**src/rtl/gear3_pkg.sv**
```systemverilog
// Shared types and constants for the gear-3 boost countdown.
package gear3_pkg;

    typedef enum logic [1:0] {
        StIdle,
        StRun,
        StDone,
        StHold
    } gear3_state_e;

    // Active-high segment patterns, bit0=a ... bit6=g, bit7=dp (always 0).
    localparam logic [7:0] SEG_0     = 8'h3F;
    localparam logic [7:0] SEG_1     = 8'h06;
    localparam logic [7:0] SEG_2     = 8'h5B;
    localparam logic [7:0] SEG_3     = 8'h4F;
    localparam logic [7:0] SEG_4     = 8'h66;
    localparam logic [7:0] SEG_5     = 8'h6D;
    localparam logic [7:0] SEG_6     = 8'h7D;
    localparam logic [7:0] SEG_7     = 8'h07;
    localparam logic [7:0] SEG_8     = 8'h7F;
    localparam logic [7:0] SEG_9     = 8'h6F;
    localparam logic [7:0] SEG_BLANK = 8'h00;

    localparam logic [1:0] SEL_TENS  = 2'b10;
    localparam logic [1:0] SEL_UNITS = 2'b01;

    // Tens digit by descending comparison; avoids a divider.
    function automatic logic [3:0] tens_of(input logic [6:0] val);
        logic [3:0] t;
        logic       found;
        t     = 4'd0;
        found = 1'b0;
        for (int i = 9; i >= 1; i--) begin
            if (!found && val >= 7'(10 * i)) begin
                t     = 4'(i);
                found = 1'b1;
            end
        end
        return t;
    endfunction

    // Units digit: subtract the tens contribution found above.
    function automatic logic [3:0] units_of(input logic [6:0] val);
        return 4'(val - 7'(tens_of(val)) * 7'd10);
    endfunction

endpackage

```
**src/rtl/seg7_digit_enc.sv**
```systemverilog
// BCD digit to seven-segment pattern; codes above 9 render blank.
module seg7_digit_enc
    import gear3_pkg::*;
(
    input  logic [3:0] bcd_i,
    output logic [7:0] seg_o
);

    // Pattern lookup.
    always_comb begin
        seg_o = SEG_BLANK;
        case (bcd_i)
            4'd0:    seg_o = SEG_0;
            4'd1:    seg_o = SEG_1;
            4'd2:    seg_o = SEG_2;
            4'd3:    seg_o = SEG_3;
            4'd4:    seg_o = SEG_4;
            4'd5:    seg_o = SEG_5;
            4'd6:    seg_o = SEG_6;
            4'd7:    seg_o = SEG_7;
            4'd8:    seg_o = SEG_8;
            4'd9:    seg_o = SEG_9;
            default: seg_o = SEG_BLANK;
        endcase
    end

endmodule

```
**src/rtl/gear3_countdown.sv**
```systemverilog
// Gear-3 boost countdown: responder side of the enable/lockout handshake.
// Counts COUNT_SEC seconds while enabled, pulses done at expiry and shows the
// remaining seconds on two multiplexed digits. Display outputs are zero when
// inactive so they can be OR-combined with other sources.
// Optional: define GEAR3_COUNTDOWN_BLINK_EN to blank the display for the second
// half of each of the final five seconds.
module gear3_countdown
    import gear3_pkg::*;
#(
    parameter int unsigned CLK_HZ    = 100_000_000,
    parameter int unsigned COUNT_SEC = 60,
    parameter int unsigned SCAN_DIV  = 100_000
) (
    input  logic       clk,
    input  logic       rst_n,
    input  logic       enable_i,
    input  logic       used_i,
    output logic       done_o,
    output logic [6:0] remaining_o,
    output logic [7:0] seg_out_o,
    output logic [1:0] seg_en_o
);

    localparam int unsigned PW = (CLK_HZ > 1) ? $clog2(CLK_HZ) : 1;
    localparam int unsigned SW = (SCAN_DIV > 1) ? $clog2(SCAN_DIV) : 1;
    localparam logic [PW-1:0] PRE_LAST   = PW'(CLK_HZ - 1);
    localparam logic [SW-1:0] SCAN_LAST  = SW'(SCAN_DIV - 1);
    localparam logic [6:0]    COUNT_INIT = 7'(COUNT_SEC);

    gear3_state_e  state_q;
    logic [PW-1:0] pre_q;
    logic [SW-1:0] scan_q;
    logic [1:0]    sel_q;
    logic [6:0]    rem_q;
    logic          done_q;
    logic [7:0]    seg_q, seg_d;
    logic [1:0]    en_q, en_d;

    logic [3:0]    digit;
    logic [7:0]    pattern;
    logic          disp_active;

    // Control FSM, prescaler and remaining-seconds counter.
    always_ff @(posedge clk or negedge rst_n) begin
        if (!rst_n) begin
            state_q <= StIdle;
            pre_q   <= '0;
            rem_q   <= COUNT_INIT;
            done_q  <= 1'b0;
        end else begin
            done_q <= 1'b0;
            unique case (state_q)
                StIdle: begin
                    // used_i only matters here; it locks out a new boost.
                    if (enable_i && !used_i) begin
                        state_q <= StRun;
                        rem_q   <= COUNT_INIT;
                        pre_q   <= '0;
                    end
                end
                StRun: begin
                    // Abort takes priority over a coincident tick.
                    if (!enable_i) begin
                        state_q <= StIdle;
                        rem_q   <= COUNT_INIT;
                        pre_q   <= '0;
                    end else if (pre_q == PRE_LAST) begin
                        pre_q <= '0;
                        rem_q <= rem_q - 7'd1;
                        if (rem_q == 7'd1) begin
                            state_q <= StDone;
                        end
                    end else begin
                        pre_q <= pre_q + 1'b1;
                    end
                end
                StDone: begin
                    done_q  <= 1'b1;
                    state_q <= StHold;
                end
                StHold: begin
                    if (!enable_i) begin
                        state_q <= StIdle;
                        rem_q   <= COUNT_INIT;
                    end
                end
                default: state_q <= StIdle;
            endcase
        end
    end

    // Digit scan: holds on tens while idle so each run starts on tens.
    always_ff @(posedge clk or negedge rst_n) begin
        if (!rst_n) begin
            scan_q <= '0;
            sel_q  <= SEL_TENS;
        end else if (state_q == StIdle) begin
            scan_q <= '0;
            sel_q  <= SEL_TENS;
        end else if (scan_q == SCAN_LAST) begin
            scan_q <= '0;
            sel_q  <= (sel_q == SEL_TENS) ? SEL_UNITS : SEL_TENS;
        end else begin
            scan_q <= scan_q + 1'b1;
        end
    end

    // Next display value; blanks on the same edge the FSM leaves for idle.
    always_comb begin
        digit = (sel_q == SEL_TENS) ? tens_of(rem_q) : units_of(rem_q);
        disp_active = (state_q == StDone) ||
                      (((state_q == StRun) || (state_q == StHold)) && enable_i);
`ifdef GEAR3_COUNTDOWN_BLINK_EN
        if ((state_q == StRun) && (rem_q <= 7'd5) && (pre_q >= PW'(CLK_HZ / 2))) begin
            disp_active = 1'b0;
        end
`endif
        seg_d = disp_active ? pattern : SEG_BLANK;
        en_d  = disp_active ? sel_q : 2'b00;
    end

    seg7_digit_enc u_enc (
        .bcd_i (digit),
        .seg_o (pattern)
    );

    // Registered display outputs.
    always_ff @(posedge clk or negedge rst_n) begin
        if (!rst_n) begin
            seg_q <= SEG_BLANK;
            en_q  <= 2'b00;
        end else begin
            seg_q <= seg_d;
            en_q  <= en_d;
        end
    end

    assign done_o      = done_q;
    assign remaining_o = rem_q;
    assign seg_out_o   = seg_q;
    assign seg_en_o    = en_q;

endmodule

```
**config.mk**
```make
export PLATFORM = sky130hd
export DESIGN_NAME = gear3_countdown
export DESIGN_NICKNAME = d
export VERILOG_FILES = /design/src/rtl/gear3_pkg.sv /design/src/rtl/seg7_digit_enc.sv /design/src/rtl/gear3_countdown.sv
export SDC_FILE = /design/constraint.sdc
export NUM_CORES = 1
export LEC_CHECK = 0
export ABC_AREA = 1
export CAP_MARGIN = 30
export CORE_MARGIN = 2
export CORE_UTILIZATION = 45
export DETAILED_ROUTE_END_ITERATION = 8
export GPL_ROUTABILITY_DRIVEN = 0
export GPL_TIMING_DRIVEN = 0
export HOLD_SLACK_MARGIN = 0.15
export PLACE_DENSITY = 0.65
export RECOVER_POWER = 25
export SYNTH_ARGS = -nofsm -noshare
export SYNTH_HDL_FRONTEND = slang
export SYNTH_SLANG_ARGS = --single-unit
export TNS_END_PERCENT = 20
```
**constraint.sdc**
```tcl
create_clock -name clk -period 3.1 [get_ports clk]
set_clock_uncertainty 0.2 [all_clocks]
set_input_delay 0.31 -clock clk [delete_from_list [all_inputs] [get_ports clk]]
set_output_delay 0.31 -clock clk [all_outputs]
set_load 0.1 [all_outputs]
```
==> flow_summary.html, run 1 <==
<table>
<tr><th>Metric</th><th>Value</th></tr>
<tr><th colspan="2">Outcome</th></tr>
<tr><td>Status</td><td>complete, but fails checks</td></tr>
<tr><td>Violated checks</td><td>max-capacitance violations, max-slew violations</td></tr>
<tr><th colspan="2">Clock tree</th></tr>
<tr><td>Number of H-tree branching levels</td><td>3</td></tr>
<tr><td>Cell at the root of the clock tree</td><td>sky130_fd_sc_hd__clkbuf_8</td></tr>
<tr><td>TritonCTS Buffers</td><td>9</td></tr>
<tr><td>Sink Count</td><td>65</td></tr>
<tr><td>Post-CTS clock slew at the launch and capture registers of the worst setup and hold paths</td><td>~0.070 ns</td></tr>
<tr><td>Number of buffers on the longest clock path</td><td>2</td></tr>
<tr><td>Clock tree from TritonCTS</td><td>built</td></tr>
<tr><td>Insertion delay of the later-clocked pin in the worst-skew pair</td><td>approximately 0.34 ns</td></tr>
<tr><th colspan="2">STA</th></tr>
<tr><td>Max-slew violations</td><td>66</td></tr>
<tr><td>Actual slew at the worst max-slew pin</td><td>~1.6 ns</td></tr>
<tr><td>RSZ-0062 raised after global routing</td><td>yes</td></tr>
<tr><td>Maximum frequency from static timing analysis</td><td>333 MHz</td></tr>
<tr><td>Final period demand of the worst path</td><td>between 3 and 4 ns</td></tr>
<tr><td>Final Hold Fails</td><td>0</td></tr>
<tr><td>Final setup fails</td><td>0</td></tr>
<tr><td>Final period util</td><td>slightly below 100%</td></tr>
<tr><td>Post-route worst setup slack</td><td>about 0.094 ns</td></tr>
<tr><td>Max-slew headroom at the worst pin</td><td>-7.37%</td></tr>
<tr><th colspan="2">Cells and area</th></tr>
<tr><td>Area overhead of the layout relative to synthesis</td><td>19.7%</td></tr>
<tr><td>Antenna Cells</td><td>0</td></tr>
<tr><td>Fraction of layout instances using a drive strength above 1</td><td>around a fifth</td></tr>
<tr><td>Post-Route Utilization</td><td>56.2%</td></tr>
<tr><td>Number of filler instances in the final layout</td><td>slightly below 800</td></tr>
<tr><td>Commonest cells after routing, fill and taps aside</td><td>82 x sky130_fd_sc_hd__nand2_1, 67 x sky130_fd_sc_hd__inv_1, 57 x sky130_fd_sc_hd__dfrtp_1</td></tr>
<tr><td>Layout Nets</td><td>between 500 and 600</td></tr>
<tr><td>Most frequent standard cell in the layout excluding fill and tap cells</td><td>sky130_fd_sc_hd__nand2_1</td></tr>
<tr><td>Design area</td><td>4670 um2</td></tr>
<tr><td>Post-layout instance count excluding filler cells</td><td>650</td></tr>
<tr><th colspan="2">Routing</th></tr>
<tr><td>Final routed wire length divided by cell count</td><td>12.8 um</td></tr>
<tr><td>Post-DRT Antenna Nets</td><td>0</td></tr>
<tr><td>Per-cell via count in the routed design</td><td>between 5 and 6</td></tr>
<tr><td>Initial DRT Pass Iterations</td><td>5</td></tr>
<tr><td>DRT iter0 DRCs</td><td>154</td></tr>
<tr><td>Total Wirelength</td><td>approximately 8300 um</td></tr>
<tr><td>DR DRC count</td><td>0</td></tr>
<tr><td>Total via count in the routed design</td><td>around 3,300</td></tr>
<tr><th colspan="2">Yosys</th></tr>
<tr><td>Async S/R FF share, synth</td><td>between 90% and 100%</td></tr>
<tr><td>Number of synthesis warnings</td><td>0</td></tr>
<tr><td>Mean post-synth cell area</td><td>approximately 7.8 um2</td></tr>
<tr><td>EDFF count, synth</td><td>0</td></tr>
<tr><td>Number of instances in the synthesized netlist</td><td>499</td></tr>
<tr><td>Most frequently used flop master after synthesis</td><td>sky130_fd_sc_hd__dfrtp_1</td></tr>
<tr><td>Sequential fraction of the synthesis area</td><td>around two fifths</td></tr>
<tr><td>Register bit count reported by yosys</td><td>65</td></tr>
<tr><td>Combined area of all synthesized cells</td><td>a little under 4000 um2</td></tr>
<tr><td>Post-synthesis cell type count</td><td>between 40 and 50</td></tr>
<tr><td>Total nets after synthesis</td><td>515</td></tr>
<tr><th colspan="2">Placement</th></tr>
<tr><td>Inst Count DP</td><td>between 600 and 700</td></tr>
<tr><td>Placement Cell Area</td><td>approximately 4300 um2</td></tr>
<tr><td>Placement-stage worst setup slack</td><td>-0.0560 ns</td></tr>
<tr><td>Placed wire-length estimate after detailed placement</td><td>5830 um</td></tr>
<tr><td>Quantity of I/O buffers inserted on ports</td><td>20</td></tr>
<tr><th colspan="2">Critical path</th></tr>
<tr><td>Req. time, crit path</td><td>3.14 ns</td></tr>
<tr><td>Crit path kind</td><td>register to register</td></tr>
<tr><td>Element type at the critical path start</td><td>register</td></tr>
<tr><td>Category of the worst setup path capture point</td><td>register</td></tr>
<tr><td>Crit path DAT</td><td>~3 ns</td></tr>
<tr><td>Most frequent CP cell</td><td>sky130_fd_sc_hd__nand2_4</td></tr>
<tr><td>Maximum single-stage delay on the critical path</td><td>~0.68 ns</td></tr>
<tr><td>Maximum fanout count along the critical path</td><td>7</td></tr>
<tr><td>Kind of cell adding the most delay to the critical path</td><td>simple AND/OR/NAND/NOR gates</td></tr>
<tr><td>Sequence of cells on the critical path</td><td>inv_4, nand2_4, nand2_4, nand2_4, nand3_4, nand3_4, nor2_4, inv_1, ha_2, inv_2, fa_1, or2_4, o21ai_4, nand2_2, nand2_1, inv_1, nor2_1, nor2_2</td></tr>
<tr><td>Critical path buffers and inverters</td><td>4</td></tr>
<tr><td>Slowest library cell on the worst path</td><td>sky130_fd_sc_hd__dfstp_4</td></tr>
<tr><th colspan="2">Global routing</th></tr>
<tr><td>Initial antenna violation count</td><td>0</td></tr>
<tr><td>Total congestion overflow after global routing</td><td>0</td></tr>
<tr><td>Global-route wire length before repair</td><td>between 10,000 and 15,000 um</td></tr>
<tr><td>Pin count of the biggest net entering global routing</td><td>66</td></tr>
<tr><td>Global Route Usage Sum</td><td>between 10% and 20%</td></tr>
<tr><td>Via count of the first global-routing pass</td><td>between 3,000 and 4,000</td></tr>
<tr><th colspan="2">Floorplanning</th></tr>
<tr><td>Die width</td><td>~97 um</td></tr>
<tr><td>Floorplan row count</td><td>33</td></tr>
<tr><td>Initial Util</td><td>46.9%</td></tr>
<tr><td>Die height</td><td>97.1 um</td></tr>
<tr><td>Placeable core region</td><td>8300 um2</td></tr>
<tr><td>Floorplan die area</td><td>roughly 9400 um2</td></tr>
<tr><td>Top-level I/O count</td><td>22</td></tr>
<tr><th colspan="2">Worst hold path</th></tr>
<tr><td>Hold/Removal Path Class</td><td>register to register</td></tr>
<tr><th colspan="2">Power and ir drop</th></tr>
<tr><td>Leak</td><td>2.12 nW</td></tr>
<tr><td>PD cells</td><td>~1200 nW/um2</td></tr>
<tr><td>Worst vdd ir</td><td>between 0.9 and 1 mV</td></tr>
<tr><th colspan="2">Run</th></tr>
<tr><td>Total of max-cap violations</td><td>1</td></tr>
</table>
-- synthesized netlist by cell type (2+ instances only) --
cell	n	share of area [%]
sky130_fd_sc_hd__o21a_1	5	0.96
sky130_fd_sc_hd__nand3_2	7	1.8
sky130_fd_sc_hd__nor3_2	4	1.0
sky130_fd_sc_hd__dfrtp_1	60	39
sky130_fd_sc_hd__inv_1	74	7.1
sky130_fd_sc_hd__dfstp_2	5	3.4
sky130_fd_sc_hd__nor4_2	2	0.64
sky130_fd_sc_hd__nand2_1	88	8.5
sky130_fd_sc_hd__inv_2	4	0.39
sky130_fd_sc_hd__xnor2_1	2	0.45
sky130_fd_sc_hd__a211oi_1	3	0.58
sky130_fd_sc_hd__nor2_1	57	5.5
sky130_fd_sc_hd__nand2_4	5	1.4
sky130_fd_sc_hd__a21oi_1	28	3.6
sky130_fd_sc_hd__xor2_1	2	0.45
sky130_fd_sc_hd__o21bai_1	2	0.39
sky130_fd_sc_hd__nand3_1	29	3.7
sky130_fd_sc_hd__nor2_4	3	0.87
sky130_fd_sc_hd__o21ai_1	2	0.26
sky130_fd_sc_hd__nand2_2	7	1.1
sky130_fd_sc_hd__buf_2	2	0.26
sky130_fd_sc_hd__nor3_1	18	2.3
sky130_fd_sc_hd__nor3b_1	2	0.39
sky130_fd_sc_hd__ha_1	11	3.5
sky130_fd_sc_hd__clkbuf_1	2	0.19
sky130_fd_sc_hd__nor4_1	2	0.32
sky130_fd_sc_hd__nor2_2	14	2.2
sky130_fd_sc_hd__clkinv_1	2	0.19
sky130_fd_sc_hd__nand4_1	10	1.6
sky130_fd_sc_hd__o21ai_0	28	3.6
-- power breakdown --
part	internal (mW)	total (mW)	leakage, nW	switching, mW
clock	0.523	0.850	0.118	0.328
combinational	1.12	3.46	1.14	2.33
sequential	1.06	1.23	0.866	0.167
total	2.71	5.54	2.12	2.83
-- final cells by class --
class / count / area [um2] / share of cell area (%)
Multi-Input combinational cell: 349 / 2030 / 43.6
Sequential cell: 65 / 1650 / 35.5
Inverter: 80 / 309 / 6.62
Timing Repair Buffer: 31 / 278 / 5.95
Clock buffer: 12 / 166 / 3.57
Tap cell: 105 / 131 / 2.82
Clock inverter: 4 / 72.6 / 1.56
Buffer: 4 / 20.0 / 0.429
-- path summary, 6_finish.rpt --
path | start | endpoint | slack (ns) | cells past startpoint
min in group asynchronous | rst_n | pre_q[26] | 0.71 | 2
min | scan_q[0] | scan_q[0] | 0.29 | 1
max reg2reg | remaining_o[2] | seg_out_o[6] | 0.09 | 18
max in group asynchronous | rst_n | remaining_o[0] | 0.80 | 2
min reg2reg | scan_q[0] | scan_q[0] | 0.29 | 1
max | remaining_o[2] | seg_out_o[6] | 0.09 | 18
-- cells by family after synthesis --
family / synth area share, %
buf+inv: 8.35
flops: 41.9
simple gates: 33.7
xor+xnor: 0.899
other cells: 0.0962
compound gates: 11.0
fa+ha+maj: 4.05
-- per-layer routing --
metal  up-vias  track usage [%]  part of all wire (%)
met1      1563             23.9                    48
li1       1702                -                     -
met4         0             3.47                  0.55
met3         4             6.19                   4.4
met5         -                0                     0
met2        54             28.4                    47
-- sequential cells by signal, summed over array words and instances (netlist names), named ones only --
| register | flops |
|---|---|
| state_q | 1 |
| done_o | 1 |
| remaining_o | 7 |
| scan_q | 17 |
| pre_q | 27 |
| seg_en_o | 2 |
| sel_q | 2 |
| seg_out_o | 7 |
-- through the flow --
step	hold WS [ns]	setup TNS, ns	power [mW]
detailed placement	0.266	-0.0560	4.39
global placement	0.273	-43.04	4.37
floorplan	-0.186	-0.336	3.79
global route	0.318	-0.241	6.01
CTS	0.293	0	5.32
finish	0.289	0	5.54
-- repair_timing --
action,4_1_cts,5_1_grt
hold buffers,1,0
setup buffers,2,8
pin swaps,1,15
setup endpoints to repair,5,7
gates resized for setup,2,27
endpoints found under the hold margin,60,0
Power figures use the tool's default switching activity.
==> run 2, diff against run 1 <==
--- a/config.mk
+++ b/config.mk
@@ -6,7 +6,7 @@
 export NUM_CORES = 1
 export LEC_CHECK = 0
 export ABC_AREA = 1
-export CAP_MARGIN = 30
+export CAP_MARGIN = 10
 export CORE_MARGIN = 2
 export CORE_UTILIZATION = 45
 export DETAILED_ROUTE_END_ITERATION = 8
@@ -15,6 +15,7 @@
 export HOLD_SLACK_MARGIN = 0.15
 export PLACE_DENSITY = 0.65
 export RECOVER_POWER = 25
+export REMOVE_ABC_BUFFERS = 1
 export SYNTH_ARGS = -nofsm -noshare
 export SYNTH_HDL_FRONTEND = slang
 export SYNTH_SLANG_ARGS = --single-unit
==> flow_summary.html, run 2 (synthesis results as in run 1) <==
<table>
<tr><th>Metric</th><th>Value</th></tr>
<tr><th colspan="2">Global routing</th></tr>
<tr><td>Initial antenna violation count</td><td>0</td></tr>
<tr><td>Total congestion overflow after global routing</td><td>0</td></tr>
<tr><td>Via count of the first global-routing pass</td><td>about 3,200</td></tr>
<tr><td>Global-route wire length before repair</td><td>about 14,000 um</td></tr>
<tr><td>Global Route Usage Sum</td><td>17.6%</td></tr>
<tr><td>Pin count of the biggest net entering global routing</td><td>66</td></tr>
<tr><th colspan="2">Clock tree</th></tr>
<tr><td>Post-CTS clock slew at the launch and capture registers of the worst setup and hold paths</td><td>about 0.080 ns</td></tr>
<tr><td>Number of H-tree branching levels</td><td>3</td></tr>
<tr><td>Sink Count</td><td>65</td></tr>
<tr><td>Number of buffers on the longest clock path</td><td>2</td></tr>
<tr><td>Cell at the root of the clock tree</td><td>sky130_fd_sc_hd__clkbuf_8</td></tr>
<tr><td>Clock tree from TritonCTS</td><td>built</td></tr>
<tr><td>Insertion delay of the later-clocked pin in the worst-skew pair</td><td>0.34 ns</td></tr>
<tr><td>TritonCTS Buffers</td><td>9</td></tr>
<tr><th colspan="2">Cells and area</th></tr>
<tr><td>Registers with the most flip-flops</td><td>pre_q: 27 flops, scan_q: 17 flops</td></tr>
<tr><td>Design area</td><td>roughly 4700 um2</td></tr>
<tr><td>Register ranked first by flip-flop count</td><td>pre_q</td></tr>
<tr><td>Flip-flop count of the largest register after layout</td><td>27</td></tr>
<tr><td>Post-layout instance count excluding filler cells</td><td>approximately 660</td></tr>
<tr><td>Antenna Cells</td><td>0</td></tr>
<tr><td>Commonest cells after routing, fill and taps aside</td><td>85 x sky130_fd_sc_hd__nand2_1, 69 x sky130_fd_sc_hd__inv_1, 59 x sky130_fd_sc_hd__dfrtp_1</td></tr>
<tr><td>Fraction of layout instances using a drive strength above 1</td><td>roughly a fifth</td></tr>
<tr><td>Area overhead of the layout relative to synthesis</td><td>19.6%</td></tr>
<tr><td>Most frequent standard cell in the layout excluding fill and tap cells</td><td>sky130_fd_sc_hd__nand2_1</td></tr>
<tr><td>Layout Nets</td><td>~560</td></tr>
<tr><th colspan="2">Floorplanning</th></tr>
<tr><td>Floorplan row count</td><td>33</td></tr>
<tr><td>Die width</td><td>around 97 um</td></tr>
<tr><td>Initial Util</td><td>46.9%</td></tr>
<tr><td>Floorplan die area</td><td>between 9000 and 10,000 um2</td></tr>
<tr><td>Die height</td><td>97.1 um</td></tr>
<tr><td>Placeable core region</td><td>8300 um2</td></tr>
<tr><td>Top-level I/O count</td><td>22</td></tr>
<tr><th colspan="2">STA</th></tr>
<tr><td>Max-slew violations</td><td>66</td></tr>
<tr><td>Actual slew at the worst max-slew pin</td><td>1.59 ns</td></tr>
<tr><td>Final Hold Fails</td><td>0</td></tr>
<tr><td>Final setup fails</td><td>0</td></tr>
<tr><td>Final period demand of the worst path</td><td>roughly 3 ns</td></tr>
<tr><td>Maximum frequency from static timing analysis</td><td>around 330 MHz</td></tr>
<tr><td>Final period util</td><td>97.5%</td></tr>
<tr><td>Max-slew headroom at the worst pin</td><td>-6.22%</td></tr>
<tr><td>RSZ-0062 raised after global routing</td><td>yes</td></tr>
<tr><th colspan="2">Placement</th></tr>
<tr><td>Placement Cell Area</td><td>4200 um2</td></tr>
<tr><td>Placed wire-length estimate after detailed placement</td><td>around 5500 um</td></tr>
<tr><td>Inst Count DP</td><td>between 600 and 700</td></tr>
<tr><td>Quantity of I/O buffers inserted on ports</td><td>20</td></tr>
<tr><th colspan="2">Power and ir drop</th></tr>
<tr><td>PD cells</td><td>approximately 1200 nW/um2</td></tr>
<tr><td>Worst vdd ir</td><td>around 1.1 mV</td></tr>
<tr><td>Leak</td><td>~2.1 nW</td></tr>
<tr><th colspan="2">Routing</th></tr>
<tr><td>DR DRC count</td><td>0</td></tr>
<tr><td>DRT iter0 DRCs</td><td>~130</td></tr>
<tr><td>Total Wirelength</td><td>about 8100 um</td></tr>
<tr><td>Total via count in the routed design</td><td>between 3,000 and 4,000</td></tr>
<tr><td>Detailed route wirelength on metal2</td><td>3890 um</td></tr>
<tr><td>Final routed wire length divided by cell count</td><td>roughly 12 um</td></tr>
<tr><td>Met3 Wirelength</td><td>348 um</td></tr>
<tr><td>Met1 layer wirelength in the final routing</td><td>3760 um</td></tr>
<tr><td>Post-DRT Antenna Nets</td><td>0</td></tr>
<tr><td>Initial DRT Pass Iterations</td><td>6</td></tr>
<tr><td>DR top layer</td><td>met4</td></tr>
<tr><td>Per-cell via count in the routed design</td><td>5.10</td></tr>
<tr><th colspan="2">Critical path</th></tr>
<tr><td>Critical path buffers and inverters</td><td>5</td></tr>
<tr><td>Req. time, crit path</td><td>around 3.1 ns</td></tr>
<tr><td>Maximum single-stage delay on the critical path</td><td>~0.63 ns</td></tr>
<tr><td>Maximum fanout count along the critical path</td><td>6</td></tr>
<tr><td>Crit path kind</td><td>register to register</td></tr>
<tr><td>Slowest library cell on the worst path</td><td>sky130_fd_sc_hd__dfstp_2</td></tr>
<tr><td>Category of the worst setup path capture point</td><td>register</td></tr>
<tr><td>Element type at the critical path start</td><td>register</td></tr>
<tr><td>Kind of cell adding the most delay to the critical path</td><td>simple AND/OR/NAND/NOR gates</td></tr>
<tr><td>Sequence of cells on the critical path</td><td>nand2_1, nand3_1, nand2_1, inv_1, nand2_1, nand3_2, nor2_4, inv_1, ha_2, inv_2, fa_1, or2_4, o21ai_4, inv_2, o21ai_1, inv_1, nor2_1, nor2_2</td></tr>
<tr><td>Crit path DAT</td><td>3.05 ns</td></tr>
<tr><td>FF-to-FF setup slack</td><td>just under 0.08 ns</td></tr>
<tr><th colspan="2">Run</th></tr>
<tr><td>Total of max-cap violations</td><td>1</td></tr>
<tr><th colspan="2">Outcome</th></tr>
<tr><td>Violated checks</td><td>max-capacitance violations, max-slew violations</td></tr>
<tr><td>Status</td><td>complete, but fails checks</td></tr>
<tr><th colspan="2">Worst hold path</th></tr>
<tr><td>Hold/Removal Path Class</td><td>register to register</td></tr>
</table>
[run 2: cell count changes in the layout (fill, tap and decap cells not counted), sizes merged]
cell	before	now
inv	77	78
clkbuf	16	13
bufinv	2	1
buf	11	22
[run 2: timing repair]
action	CTS	global route
setup endpoints to repair	7	7
hold buffers	1	0
setup buffers	8	14
endpoints found under the hold margin	60	0
resized for setup	4	22
pin swaps	0	13
[run 2: worst register-to-register path: cells and delay by family (launching register included)]
family	cells	cell delay [ns]
AOI/OAI and AO/OA	2	0.24
adders and majority gates	2	0.63
buffers and inverters	5	0.30
DFF	1	0.63
and+or+nand+nor	9	0.92
[run 2: area by class of cell]
cell class,count,area [um2]
Fill cell,743,3640
Multi-Input combinational cell,349,2000
Sequential cell,65,1630
Timing Repair Buffer,43,374
Inverter,80,300
Clock buffer,12,165
Tap cell,105,131
Clock inverter,4,50.0
[run 2: routing by layer]
metal	up-vias	track usage, %
li1	1717	-
met1	1561	22.5
met2	66	29.1
met3	9	5.04
met4	0	5.42
met5	-	0
[run 2: path summary, 6_finish.rpt]
check	from	endpoint	cells after the start
min in group asynchronous	rst_n	pre_q[25]	2
hold reg to reg	register	register	2
setup reg to reg	remaining_o[2]	seg_out_o[5]	18
setup / recovery	remaining_o[2]	seg_out_o[5]	18
hold / removal	register	register	2
max in group asynchronous	rst_n	remaining_o[1]	2
[run 2: per-stage QoR]
stage	utilization, %	power [mW]	setup TNS [ns]	hold WS, ns	setup WS, ns
6_report	56.1	5.50	0	0.301	0.0777
5_1_grt	56.1	5.97	-0.425	0.337	-0.0953
4_1_cts	54.2	5.18	0	0.309	0.00223
3_5_place_dp	50.6	4.28	-0.746	0.268	-0.196
3_3_place_gp	50.6	4.26	-41.36	0.278	-0.684
2_1_floorplan	-	3.67	-4.12	-0.186	-0.663
[run 2: report_power, final]
group          switching, mW  internal, mW
clock network          0.331         0.436
logic                   2.30          1.24
registers              0.150          1.04
total                   2.78          2.71
